**src/rtl/mips_fetch_queue.sv**
```systemverilog
// Fetch stage with req/ack memory handshake and a DEPTH-entry prefetch FIFO.
// Optional MIPS_FQ_BYPASS_EN: a zero-latency path from memory to decode when the FIFO is empty.
module mips_fetch_queue #(
  parameter int XLEN = 32,
  parameter int DEPTH = 4,
  parameter logic [XLEN-1:0] RESET_PC = '0
) (
  input  logic                     clk,
  input  logic                     reset,
  output logic [XLEN-1:0]          pcF,
  output logic                     reqF,
  input  logic                     ackF,
  input  logic [XLEN-1:0]          instrF,
  output logic [XLEN-1:0]          instrD,
  output logic [XLEN-1:0]          pcplus4D,
  output logic                     validD,
  input  logic                     stallD,
  input  logic                     redirectD,
  input  logic [XLEN-1:0]          targetD,
  output logic [$clog2(DEPTH):0]   countQ
);

  localparam int PW = $clog2(DEPTH);
  localparam int CW = PW + 1;

  typedef enum logic [1:0] {F_IDLE, F_REQ, F_DROP} state_t;

  state_t          state, stateNext;
  logic [XLEN-1:0] pcQ, pcNext, savedQ, savedNext;
  logic [XLEN-1:0] pcPlus4;
  logic [XLEN-1:0] memInstr [DEPTH];
  logic [XLEN-1:0] memPc4 [DEPTH];
  logic [PW-1:0]   rdPtr, wrPtr, rdNext, wrNext;
  logic [CW-1:0]   cntQ, cntNext, remain;
  logic [XLEN-1:0] headInstr, headPc4;
  logic [XLEN-1:0] headInstrNext, headPc4Next;
  logic            push, pop, byp;

  assign pcPlus4 = pcQ + XLEN'(4);

`ifdef MIPS_FQ_BYPASS_EN
  assign byp = (cntQ == '0) && (state == F_REQ) && ackF
               && !stallD && !redirectD;
`else
  assign byp = 1'b0;
`endif

  assign push = (state == F_REQ) && ackF && !redirectD && !byp;
  assign pop  = (cntQ != '0) && !stallD && !redirectD;

  always_comb begin
    cntNext = cntQ + CW'(push) - CW'(pop);
    rdNext  = rdPtr + PW'(pop);
    wrNext  = wrPtr + PW'(push);
    if (redirectD) begin
      cntNext = '0;
      rdNext  = '0;
      wrNext  = '0;
    end
  end

  // Head register keeps its last value when the queue drains.
  always_comb begin
    remain        = cntQ - CW'(pop);
    headInstrNext = headInstr;
    headPc4Next   = headPc4;
    if (!redirectD) begin
      if (remain != '0) begin
        headInstrNext = memInstr[rdNext];
        headPc4Next   = memPc4[rdNext];
      end else if (push || byp) begin
        headInstrNext = instrF;
        headPc4Next   = pcPlus4;
      end
    end
  end

  always_comb begin
    stateNext = state;
    pcNext    = pcQ;
    savedNext = savedQ;
    if (redirectD) begin
      if (state == F_IDLE || ackF) begin
        pcNext    = targetD;
        stateNext = F_REQ;
      end else begin
        savedNext = targetD;
        stateNext = F_DROP;
      end
    end else begin
      unique case (state)
        F_IDLE: begin
          if (cntQ < CW'(DEPTH)) stateNext = F_REQ;
        end
        F_REQ: begin
          if (ackF) begin
            pcNext    = pcPlus4;
            stateNext = (cntNext < CW'(DEPTH)) ? F_REQ : F_IDLE;
          end
        end
        F_DROP: begin
          if (ackF) begin
            pcNext    = savedQ;
            stateNext = F_REQ;
          end
        end
        default: stateNext = F_IDLE;
      endcase
    end
  end

  always_ff @(posedge clk or negedge reset) begin
    if (!reset) begin
      state     <= F_IDLE;
      pcQ       <= RESET_PC;
      savedQ    <= '0;
      rdPtr     <= '0;
      wrPtr     <= '0;
      cntQ      <= '0;
      headInstr <= '0;
      headPc4   <= '0;
    end else begin
      state     <= stateNext;
      pcQ       <= pcNext;
      savedQ    <= savedNext;
      rdPtr     <= rdNext;
      wrPtr     <= wrNext;
      cntQ      <= cntNext;
      headInstr <= headInstrNext;
      headPc4   <= headPc4Next;
    end
  end

  always_ff @(posedge clk) begin
    if (push) begin
      memInstr[wrPtr] <= instrF;
      memPc4[wrPtr]   <= pcPlus4;
    end
  end

  assign pcF    = pcQ;
  assign reqF   = (state != F_IDLE);
  assign countQ = cntQ;

`ifdef MIPS_FQ_BYPASS_EN
  assign instrD   = byp ? instrF : headInstr;
  assign pcplus4D = byp ? pcPlus4 : headPc4;
  assign validD   = (cntQ != '0) || byp;
`else
  assign instrD   = headInstr;
  assign pcplus4D = headPc4;
  assign validD   = (cntQ != '0);
`endif

endmodule

```
**config.mk**
```make
export PLATFORM = sky130hd
export DESIGN_NAME = mips_fetch_queue
export DESIGN_NICKNAME = d
export VERILOG_FILES = /design/src/rtl/mips_fetch_queue.sv
export SDC_FILE = /design/constraint.sdc
export NUM_CORES = 1
export LEC_CHECK = 0
export ABC_AREA = 1
export CORE_ASPECT_RATIO = 1.75
export CORE_MARGIN = 1
export CORE_UTILIZATION = 30
export CTS_BUF_LIST = sky130_fd_sc_hd__clkbuf_8 sky130_fd_sc_hd__clkbuf_16
export DETAILED_ROUTE_END_ITERATION = 10
export SLEW_MARGIN = 25
export SYNTH_ARGS = -nofsm -noshare
export SYNTH_HDL_FRONTEND = slang
export SYNTH_SLANG_ARGS = --single-unit
```
**constraint.sdc**
```tcl
create_clock -name clk -period 6.5 [get_ports clk]
set_clock_uncertainty 0.2 [all_clocks]
set_input_delay 1.95 -clock clk [delete_from_list [all_inputs] [get_ports clk]]
set_output_delay 1.95 -clock clk [all_outputs]
set_load 0.1 [all_outputs]
```
==> key figures, run 1 <==
Clock tree
  • Post-CTS Resized: 0
  • Hold_buf cts: 0
  • Clk_lat worst skew: ~0.54 ns
  • Reg clk slew, reported paths: 0.06 ns
  • Clk root buf: clkbuf_16
  • Clk buf depth: 3
  • CTS tree: yes
  • Clock Sink Count: between 300 and 400
  • CTS Buf Count: 39
  • Post-CTS Setup Bufs: 0
  • H-Tree Depth: 2

Setup path
  • Critical path data required time: 6.72 ns
  • CP arrival: 5.11 ns
  • CP Capture Type: flip-flop
  • Path type of the worst setup path: in2reg
  • Crit start category: input pin
  • Critical Path Fanout Max: 32

Synth
  • Warnings, synthesis: 0
  • Synth top cells by count: nand2_1, edfxtp_1, nand3_1, a21oi_1, dfrtp_1
  • Synth area leaders: edfxtp_1, dfrtp_1, nand2_1, nand3_1, a21oi_1
  • Top-area cell type share of the netlist area: approximately 45%
  • Yosys top cell by area: edfxtp_1
  • Ys flop type: edfxtp_1
  • Mapped Nets: roughly 1800
  • Register area share after synthesis: 64.5%
  • Ys async rst share: 34.9%
  • Post-Syn Instances: 1754
  • Mapped Area: 0.0172 sq mm
  • EDFF count, synth: 256
  • Most common cell in the synthesized netlist: nand2_1
  • Mean Syn Cell Area: a little under 10 sq um
  • Number of synthesized register bits: 393
  • Unique masters post-synth: 36

Global route
  • First-pass GRT wire length: 75900 um
  • GRT Total Usage: 17.1%
  • Initial antenna violation count: 2
  • GRT overflow: 0
  • Vias in the first global route: 12600
  • Largest net degree at the start of global routing: around 120

Worst hold path
  • HP Class: reg2reg

Finish
  • Antenna fix cells: 0
  • Fin util: 37.3%
  • Layout cells sized above 1: 7.21%
  • Final layout net count: 1973
  • P&R area growth vs syn: 22.2%

Timing
  • Final Critical Period: 4.88 ns
  • RSZ-0062 raised after global routing: no
  • Rel. slew slack: 27.4%
  • Final WS setup: 1.62 ns
  • Final setup vio count: 0
  • Max-slew violations: 0
  • Hold Fails Final Rpt: 0
  • Final period utilization: ~75%
  • Fmax: 205 MHz
  • Worst-Margin Slew: approximately 1.1 ns

Floorplanning
  • Rows: 115
  • IO Pins: 170
  • CORE AREA: 0.0565 sq mm
  • Die height: 319 um
  • Die Footprint: 0.0585 sq mm
  • Starting Density: 30.5%
  • Die X: approximately 180 um

Drt
  • DR WL/cell: 18.6 um
  • DR DRC count: 0
  • Post-DRT Antenna Nets: 0
  • Vias post-DR: 12800
  • Detailed Route WL: ~50000 um
  • Vias per cell: 4.75
  • DR pass1 iterations: 7
  • First DRT Iteration DRCs: 816

Placed design
  • DP HPWL: 31600 um
  • RePlAce Congestion: 0.870
  • DP Worst Slack: 0.953 ns
  • Input/output buffers: 169

Power
  • VDD IR max: 0.000432 V
  • Lkg Pwr: around 8.5 nW
  • Pwr Density: 570 mW/mm^2

Status
  • Outcome: finished, final reports clean

Flow run
  • Max cap viols: 0
## critical path, stage by stage
cell             delay, ns
clkdlybuf4s50_1       0.46
nor3_1                0.41
ha_1                  0.25
inv_1                 0.05
nand2_1               0.09
nand3_4               0.38
inv_2                 0.77
buf_4                 0.39
nand3_1               0.10
a21oi_1               0.15
o21ai_1               0.08
## registers in the layout, summed over array words and instances, names as in the netlist
| register | flops |
|---|---|
| memPc4 | 128 |
| countQ | 3 |
| pcplus4D | 32 |
| state | 2 |
| pcF | 32 |
| rdPtr | 2 |
| instrD | 32 |
| savedQ | 32 |
| memInstr | 128 |
| wrPtr | 2 |
## report_power, final
part / internal, W / switching (W)
Combinational: 0.00138 / 0.00459
Sequential: 0.00330 / 0.000429
Clock: 0.00135 / 0.000958
Total: 0.00603 / 0.00598
## kinds of logic after synthesis
group                      Yosys count  synth area share [%]
and+or+nand+nor                    924                  22.3
DFF                                393                  64.5
AOI/OAI and AO/OA                  205                  6.18
buffers and inverters              201                  4.97
xor gates and xnor gates            15                 0.936
muxes                                9                 0.588
adders and majority gates            7                 0.552
## metrics by stage
| stage | power (W) | std cells | area [sq um] | hold WS [ns] | setup TNS [ns] |
|---|---|---|---|---|---|
| global route | 0.0126 | 2688 | 21100 | 0.307 | 0 |
| detailed placement | 0.00983 | 2616 | 19700 | 0.273 | 0 |
| floorplan | 0.00800 | 1754 | 17200 | 0.242 | -264.29 |
| finish | 0.0120 | 2688 | 21100 | 0.285 | 0 |
| global placement | 0.00975 | 2616 | 19800 | 0.257 | 0 |
| CTS | 0.0122 | 2688 | 21100 | 0.288 | 0 |
## cell type report
cell class	count	area (sq um)
tap	760	951
clock inverter	30	288
inverter	107	405
timing repair buffer	196	1970
sequential	393	11100
multi-input combinational	1160	5320
fill	5574	35500
clock buffer	42	1030
## routing by layer
metal / up-vias / global-route usage [%] / routed length, um
li1: 6130 / - / -
met1: 6198 / 20.0 / 19400
met2: 366 / 32.1 / 26900
met3: 67 / 1.90 / 2350
met4: 0 / 5.54 / 1300
met5: - / 0 / 0
## worst paths after layout
kind	depth (start not counted)	start	slack (ns)	end
worst max register to register	12	countQ[2]	2.89	instrD[12]
worst min-delay path	2	savedQ[20]	0.29	savedQ[20]
worst min register to register	2	savedQ[20]	0.29	savedQ[20]
worst max-delay path	11	redirectD	1.62	instrD[12]
min in group asynchronous	1	reset	1.20	pcF[19]
max in group asynchronous	2	reset	3.80	pcplus4D[26]
## layout by cell type, fill, tap and decap left out, types with 8 or more instances in the layout
| master | n |
|---|---|
| nand2_1 | 591 |
| edfxtp_1 | 256 |
| nand3_1 | 194 |
| clkdlybuf4s50_1 | 164 |
| a21oi_1 | 142 |
| dfrtp_1 | 137 |
| inv_1 | 109 |
| nor2_1 | 100 |
| clkbuf_16 | 40 |
| o21ai_0 | 39 |
| buf_4 | 21 |
| xor2_1 | 9 |
| mux2_2 | 9 |
| a31oi_1 | 8 |
| and2_1 | 8 |
(Power assumes the default switching activity.)
==> inputs of run 2 (changes only) <==
Clock period 6.5 ns to 4 ns, I/O delays scaled along.
==> key figures, run 2 (synthesis gave the netlist of run 1 again) <==
Global route
  • GRT overflow: 0 (unchanged)
  • Vias in the first global route: 13100 (+3.7%)
  • First-pass GRT wire length: 75500 um (-0.47%)
  • GRT Total Usage: 17.0% (-0.18 points)
  • Initial antenna violation count: 0 (-2)
  • Largest net degree at the start of global routing: 75 (-39%)

Setup path
  • Worst Reg-to-Reg Cells: 13 (+1)
  • Worst R2R Setup Slack: 1.09 ns (-1.80 ns)
  • Critical Path Fanout Max: 5 (-84%)
  • Crit start category: flip-flop
  • CP Capture Type: output port
  • Critical path startpoint: countQ[1]
  • Critical path data required time: 2.60 ns (-4.12 ns)
  • Reg2reg end: pcplus4D[0]
  • Worst setup path endpoint: validD
  • Path type of the worst setup path: reg2out
  • CP arrival: 1.82 ns (-3.29 ns)
  • Worst R2R Start: countQ[1]

Clock tree
  • Clk root buf: clkbuf_16
  • Hold_buf cts: 0 (unchanged)
  • Post-CTS Resized: 0 (unchanged)
  • Post-CTS Setup Bufs: 0 (unchanged)
  • H-Tree Depth: 2 (unchanged)
  • Clk_lat worst skew: 0.55 ns (about the same)
  • CTS Buf Count: 39 (unchanged)
  • Reg clk slew, reported paths: 0.06 ns (about the same)
  • Clock Sink Count: 393 (unchanged)
  • CTS tree: yes
  • Clk buf depth: 3 (unchanged)

Drt
  • Vias post-DR: 12900 (+1.3%)
  • Detailed Route WL: 49200 um (-1.5%)
  • First DRT Iteration DRCs: 771 (-5.5%)
  • Post-DRT Antenna Nets: 0 (unchanged)
  • DR DRC count: 0 (unchanged)
  • DR pass1 iterations: 5 (-2)
  • DR WL/cell: 18.2 um (-2.3%)
  • Vias per cell: 4.77 (+0.55%)

Timing
  • Rel. slew slack: 33.4% (+6.1 points)
  • Final setup vio count: 0 (unchanged)
  • Final Critical Period: 3.22 ns
  • RSZ-0062 raised after global routing: no
  • Setup TNS Final: 0 ns (unchanged)
  • Fmax: around 310 MHz
  • Fin Hold WS: 0.286 ns (+0.00104 ns)
  • Max-slew violations: 0 (unchanged)
  • Final period utilization: 80.5%
  • Worst-Margin Slew: 0.997 ns (-0.0888 ns)
  • Hold Fails Final Rpt: 0 (unchanged)

Floorplanning
  • Die Footprint: 0.0585 sq mm (unchanged)
  • Rows: 115 (unchanged)
  • Die height: 319 um (unchanged)
  • Die X: 183 um (unchanged)
  • Starting Density: 30.5% (unchanged)
  • IO Pins: 170 (unchanged)
  • CORE AREA: 0.0565 sq mm (unchanged)

Placed design
  • DP HPWL: 32200 um (+1.8%)
  • Placed cells: 2638 (+0.84%)
  • Input/output buffers: 169 (unchanged)
  • RePlAce Congestion: 0.875 (+0.62%)

Status
  • Outcome: finished, final reports clean

Flow run
  • Max cap viols: 0 (unchanged)

Finish
  • Largest regs: memInstr (128), memPc4 (128)
  • P&R area growth vs syn: 22.3% (about the same)
  • Antenna fix cells: 0 (unchanged)
  • Most frequent cells in the layout: nand2_1, edfxtp_1, nand3_1
  • Layout cells sized above 1: 12.9% (+5.7 points)
  • Fin cells: 2709 (+0.78%)
  • Number of fill cells in the layout: 5567 (-0.13%)
  • Commonest non-fill, non-tap cell in the layout: nand2_1
  • Final layout net count: 1995 (+1.1%)

Power
  • VDD IR max: 0.000601 V (+39%)
  • Pwr Density: 912 mW/mm^2 (+60%)
  • Lkg Pwr: 8.72 nW (+2.7%)

Worst hold path
  • HP Class: reg2reg
==> run 2: routing by layer <==
metal	track usage (%)	vias to the layer above	wire, um
met3	2.24	84	2580
met1	19.0	6288	18600
met4	6.74	0	1620
met5	0	-	0
met2	31.8	388	26500
li1	-	6171	-
==> run 2: layout make-up <==
| class | count | area, sq um | share of cell area (%) |
|---|---|---|---|
| sequential | 393 | 11100 | 52.7 |
| multi-input combinational | 1160 | 5330 | 25.3 |
| timing repair buffer | 218 | 2070 | 9.82 |
| clock buffer | 43 | 1040 | 4.94 |
| tap | 760 | 951 | 4.51 |
| inverter | 107 | 404 | 1.92 |
| clock inverter | 28 | 168 | 0.795 |
==> run 2: through the flow <==
stage	util [%]	area, sq um	total power, W	setup WS [ns]
6_report	37.3	21100	0.0192	0.778
5_1_grt	37.3	21100	0.0202	0.632
4_1_cts	37.3	21100	0.0194	0.687
3_5_place_dp	35.1	19900	0.0159	0.229
3_3_place_gp	35.1	19900	0.0158	0.257
2_1_floorplan	-	17300	0.0130	-0.857
==> run 2: power breakdown <==
group | switching (W) | internal, W | total, W | leakage [nW]
Sequential | 0.000734 | 0.00536 | 0.00610 | 3.94
Combinational | 0.00743 | 0.00224 | 0.00967 | 4.15
Clock | 0.00151 | 0.00194 | 0.00345 | 0.634
==> run 2: worst min path at each step <==
stage | start | endpoint | slack (ns) | cells past startpoint
floorplan | savedQ[6] | savedQ[6] | 0.24 | 2
global placement | savedQ[6] | savedQ[6] | 0.26 | 2
detailed placement | pcplus4D[24] | pcplus4D[24] | 0.27 | 2
CTS | savedQ[6] | savedQ[6] | 0.29 | 2
global route | savedQ[29] | savedQ[29] | 0.30 | 2
finish | savedQ[31] | savedQ[31] | 0.29 | 2
==> run 2: critical path, cell delays in order, from the launching register on <==
cell and delay, ns:
dfrtp_1 0.45, or2_2 0.35, nor2_1 0.16, inv_1 0.09
buf_4 0.24
==> inputs of run 3 (changes only) <==
Clock period 4 ns to 3.2 ns, I/O delays scaled along.
==> key figures, run 3 (synthesis gave the netlist of run 1 again) <==
Drt
  • Vias post-DR: 13000 (+0.67%)
  • DR pass1 iterations: 5 (unchanged)
  • DR DRC count: 0 (unchanged)
  • DR WL/cell: 17.7 um (-2.4%)
  • Detailed Route WL: 49100 um (-0.26%)
  • Post-DRT Antenna Nets: 0 (unchanged)
  • Vias per cell: 4.70 (-1.4%)
  • First DRT Iteration DRCs: 726 (-5.8%)

Setup path
  • CP arrival: 1.87 ns (+0.05 ns)
  • Worst R2R Start: countQ[1]
  • Reg2reg end: instrD[4]
  • CP Capture Type: output port
  • Crit start category: flip-flop
  • Delay-heaviest family, CP: simple AND/OR/NAND/NOR gates
  • CP peak stage delay: 0.46 ns (about the same)
  • Worst R2R Setup Slack: 0.24 ns (-0.85 ns)
  • Worst path bufs/invs: 2 (unchanged)
  • Worst path slowest cell: dfrtp_1
  • Critical path data required time: 2.04 ns (-0.56 ns)
  • Path type of the worst setup path: reg2out
  • Critical Path Fanout Max: 5 (unchanged)
  • CP Cell Sequence: or2_2, nor2_1, inv_1, buf_4
  • Worst Reg-to-Reg Cells: 13 (unchanged)

Placed design
  • RePlAce Congestion: 0.903 (+3.1%)
  • DP Worst Slack: -0.312 ns (-0.541 ns)
  • DP HPWL: 34600 um (+7.5%)
  • Input/output buffers: 169 (unchanged)

Power
  • VDD IR max: 0.000828 V (+38%)
  • Pwr Density: 1140 mW/mm^2 (+25%)
  • Lkg Pwr: 9.16 nW (+5.0%)

Timing
  • RSZ-0062 raised after global routing: no
  • Final period utilization: 94.6%
  • Final setup vio count: 0 (unchanged)
  • Worst-Margin Slew: 0.567 ns (-0.430 ns)
  • Max-slew violations: 0 (unchanged)
  • Hold Fails Final Rpt: 0 (unchanged)
  • Fin Hold WS: 0.184 ns (-0.102 ns)
  • Rel. slew slack: 62.2% (+29 points)
  • Fmax: 330 MHz
  • Final Critical Period: 3.03 ns
  • Final WS setup: 0.172 ns (-0.606 ns)

Flow run
  • Max cap viols: 0 (unchanged)

Floorplanning
  • Rows: 115 (unchanged)
  • Die Footprint: 0.0585 sq mm (unchanged)
  • Die height: 319 um (unchanged)
  • Die X: 183 um (unchanged)
  • CORE AREA: 0.0565 sq mm (unchanged)
  • IO Pins: 170 (unchanged)
  • Starting Density: 30.5% (unchanged)

Status
  • Outcome: finished, final reports clean

Clock tree
  • CTS Buf Count: 39 (unchanged)
  • Reg clk slew, reported paths: 0.06 ns (about the same)
  • Post-CTS Setup Bufs: 0 (unchanged)
  • Hold_buf cts: 0 (unchanged)
  • Clk buf depth: 3 (unchanged)
  • Clk root buf: clkbuf_16
  • Post-CTS Resized: 0 (unchanged)
  • Clock Sink Count: 393 (unchanged)
  • H-Tree Depth: 2 (unchanged)
  • CTS tree: yes
  • Clk_lat worst skew: 0.55 ns (about the same)

Global route
  • Vias in the first global route: 13200 (+0.37%)
  • GRT overflow: 0 (unchanged)
  • GRT Total Usage: 17.0% (+0.041 points)
  • Initial antenna violation count: 0 (unchanged)
  • Largest net degree at the start of global routing: 49 (-35%)
  • First-pass GRT wire length: 76200 um (+0.86%)

Finish
  • Largest regs: memInstr (128), memPc4 (128)
  • Number of fill cells in the layout: 5508 (-1.1%)
  • Final layout net count: 2052 (+2.9%)
  • Most frequent cells in the layout: nand2_1, edfxtp_1, nand3_1
  • Antenna fix cells: 0 (unchanged)
  • Layout cells sized above 1: 15.9% (+3.0 points)
  • P&R area growth vs syn: 27.0%
  • Commonest non-fill, non-tap cell in the layout: nand2_1

Worst hold path
  • HP Class: in2async
==> run 3: cell count changes in the layout (fill, tap and decap cells not counted), sizes merged <==
cell	delta
buf	+57
clkinvlp	-1
inv	-3
bufinv	+5
==> run 3: worst max path at each step <==
stage          depth (start not counted)  slack (ns)        endpoint       from
3_5_place_dp                          13       -0.31        state[0]  redirectD
2_1_floorplan                          4       -0.37  memInstr[0][0]       ackF
4_1_cts                                4        0.11          validD  countQ[1]
3_3_place_gp                          14       -0.38        state[0]       ackF
6_report                               4        0.17          validD  countQ[1]
5_1_grt                               12        0.02        state[0]  redirectD
==> run 3: worst register-to-register path, stage by stage (launching register included) <==
cell and delay, ns:
dfrtp_1 0.46, or2_2 0.35, nor2_1 0.22, nor3_1 0.11
buf_4 0.15, ha_1 0.33, nand2_4 0.12, inv_4 0.19
buf_12 0.21, buf_12 0.16, nand2_1 0.05, nand3_1 0.07
nand3_1 0.12, a21oi_1 0.16
==> run 3: power by group <==
part	internal [W]	switching (W)	leakage, nW
combinational	0.00318	0.00939	4.52
clock	0.00285	0.00200	0.697
sequential	0.00670	0.000853	3.94
==> run 3: through the flow <==
| step | cell area (sq um) | TNS [ns] | power [W] | utilization (%) | cells |
|---|---|---|---|---|---|
| 2_1_floorplan | 17300 | -86.46 | 0.0163 | - | 1754 |
| 3_3_place_gp | 20500 | -9.55 | 0.0202 | 36.3 | 2695 |
| 3_5_place_dp | 20500 | -14.25 | 0.0203 | 36.3 | 2695 |
| 4_1_cts | 21900 | 0 | 0.0252 | 38.7 | 2767 |
| 5_1_grt | 21900 | 0 | 0.0262 | 38.7 | 2767 |
| 6_report | 21900 | 0 | 0.0250 | 38.7 | 2767 |
==> run 3: cell type report <==
type                       instances  area, sq um  share of cell area [%]
sequential                       393        11100                    50.8
multi-input combinational       1160         5340                    24.4
timing repair buffer             275         2720                    12.4
clock buffer                      43         1040                    4.76
tap                              760          951                    4.34
inverter                         107          419                    1.91
clock inverter                    29          309                    1.41
==> run 3: layer usage <==
layer / share of wire (%) / GRT usage (%) / wire length [um]
met5: 0 / 0 / 0
met4: 4.1 / 7.94 / 2010
met3: 3.5 / 1.99 / 1740
met2: 53 / 31.6 / 26200
met1: 39 / 19.0 / 19100
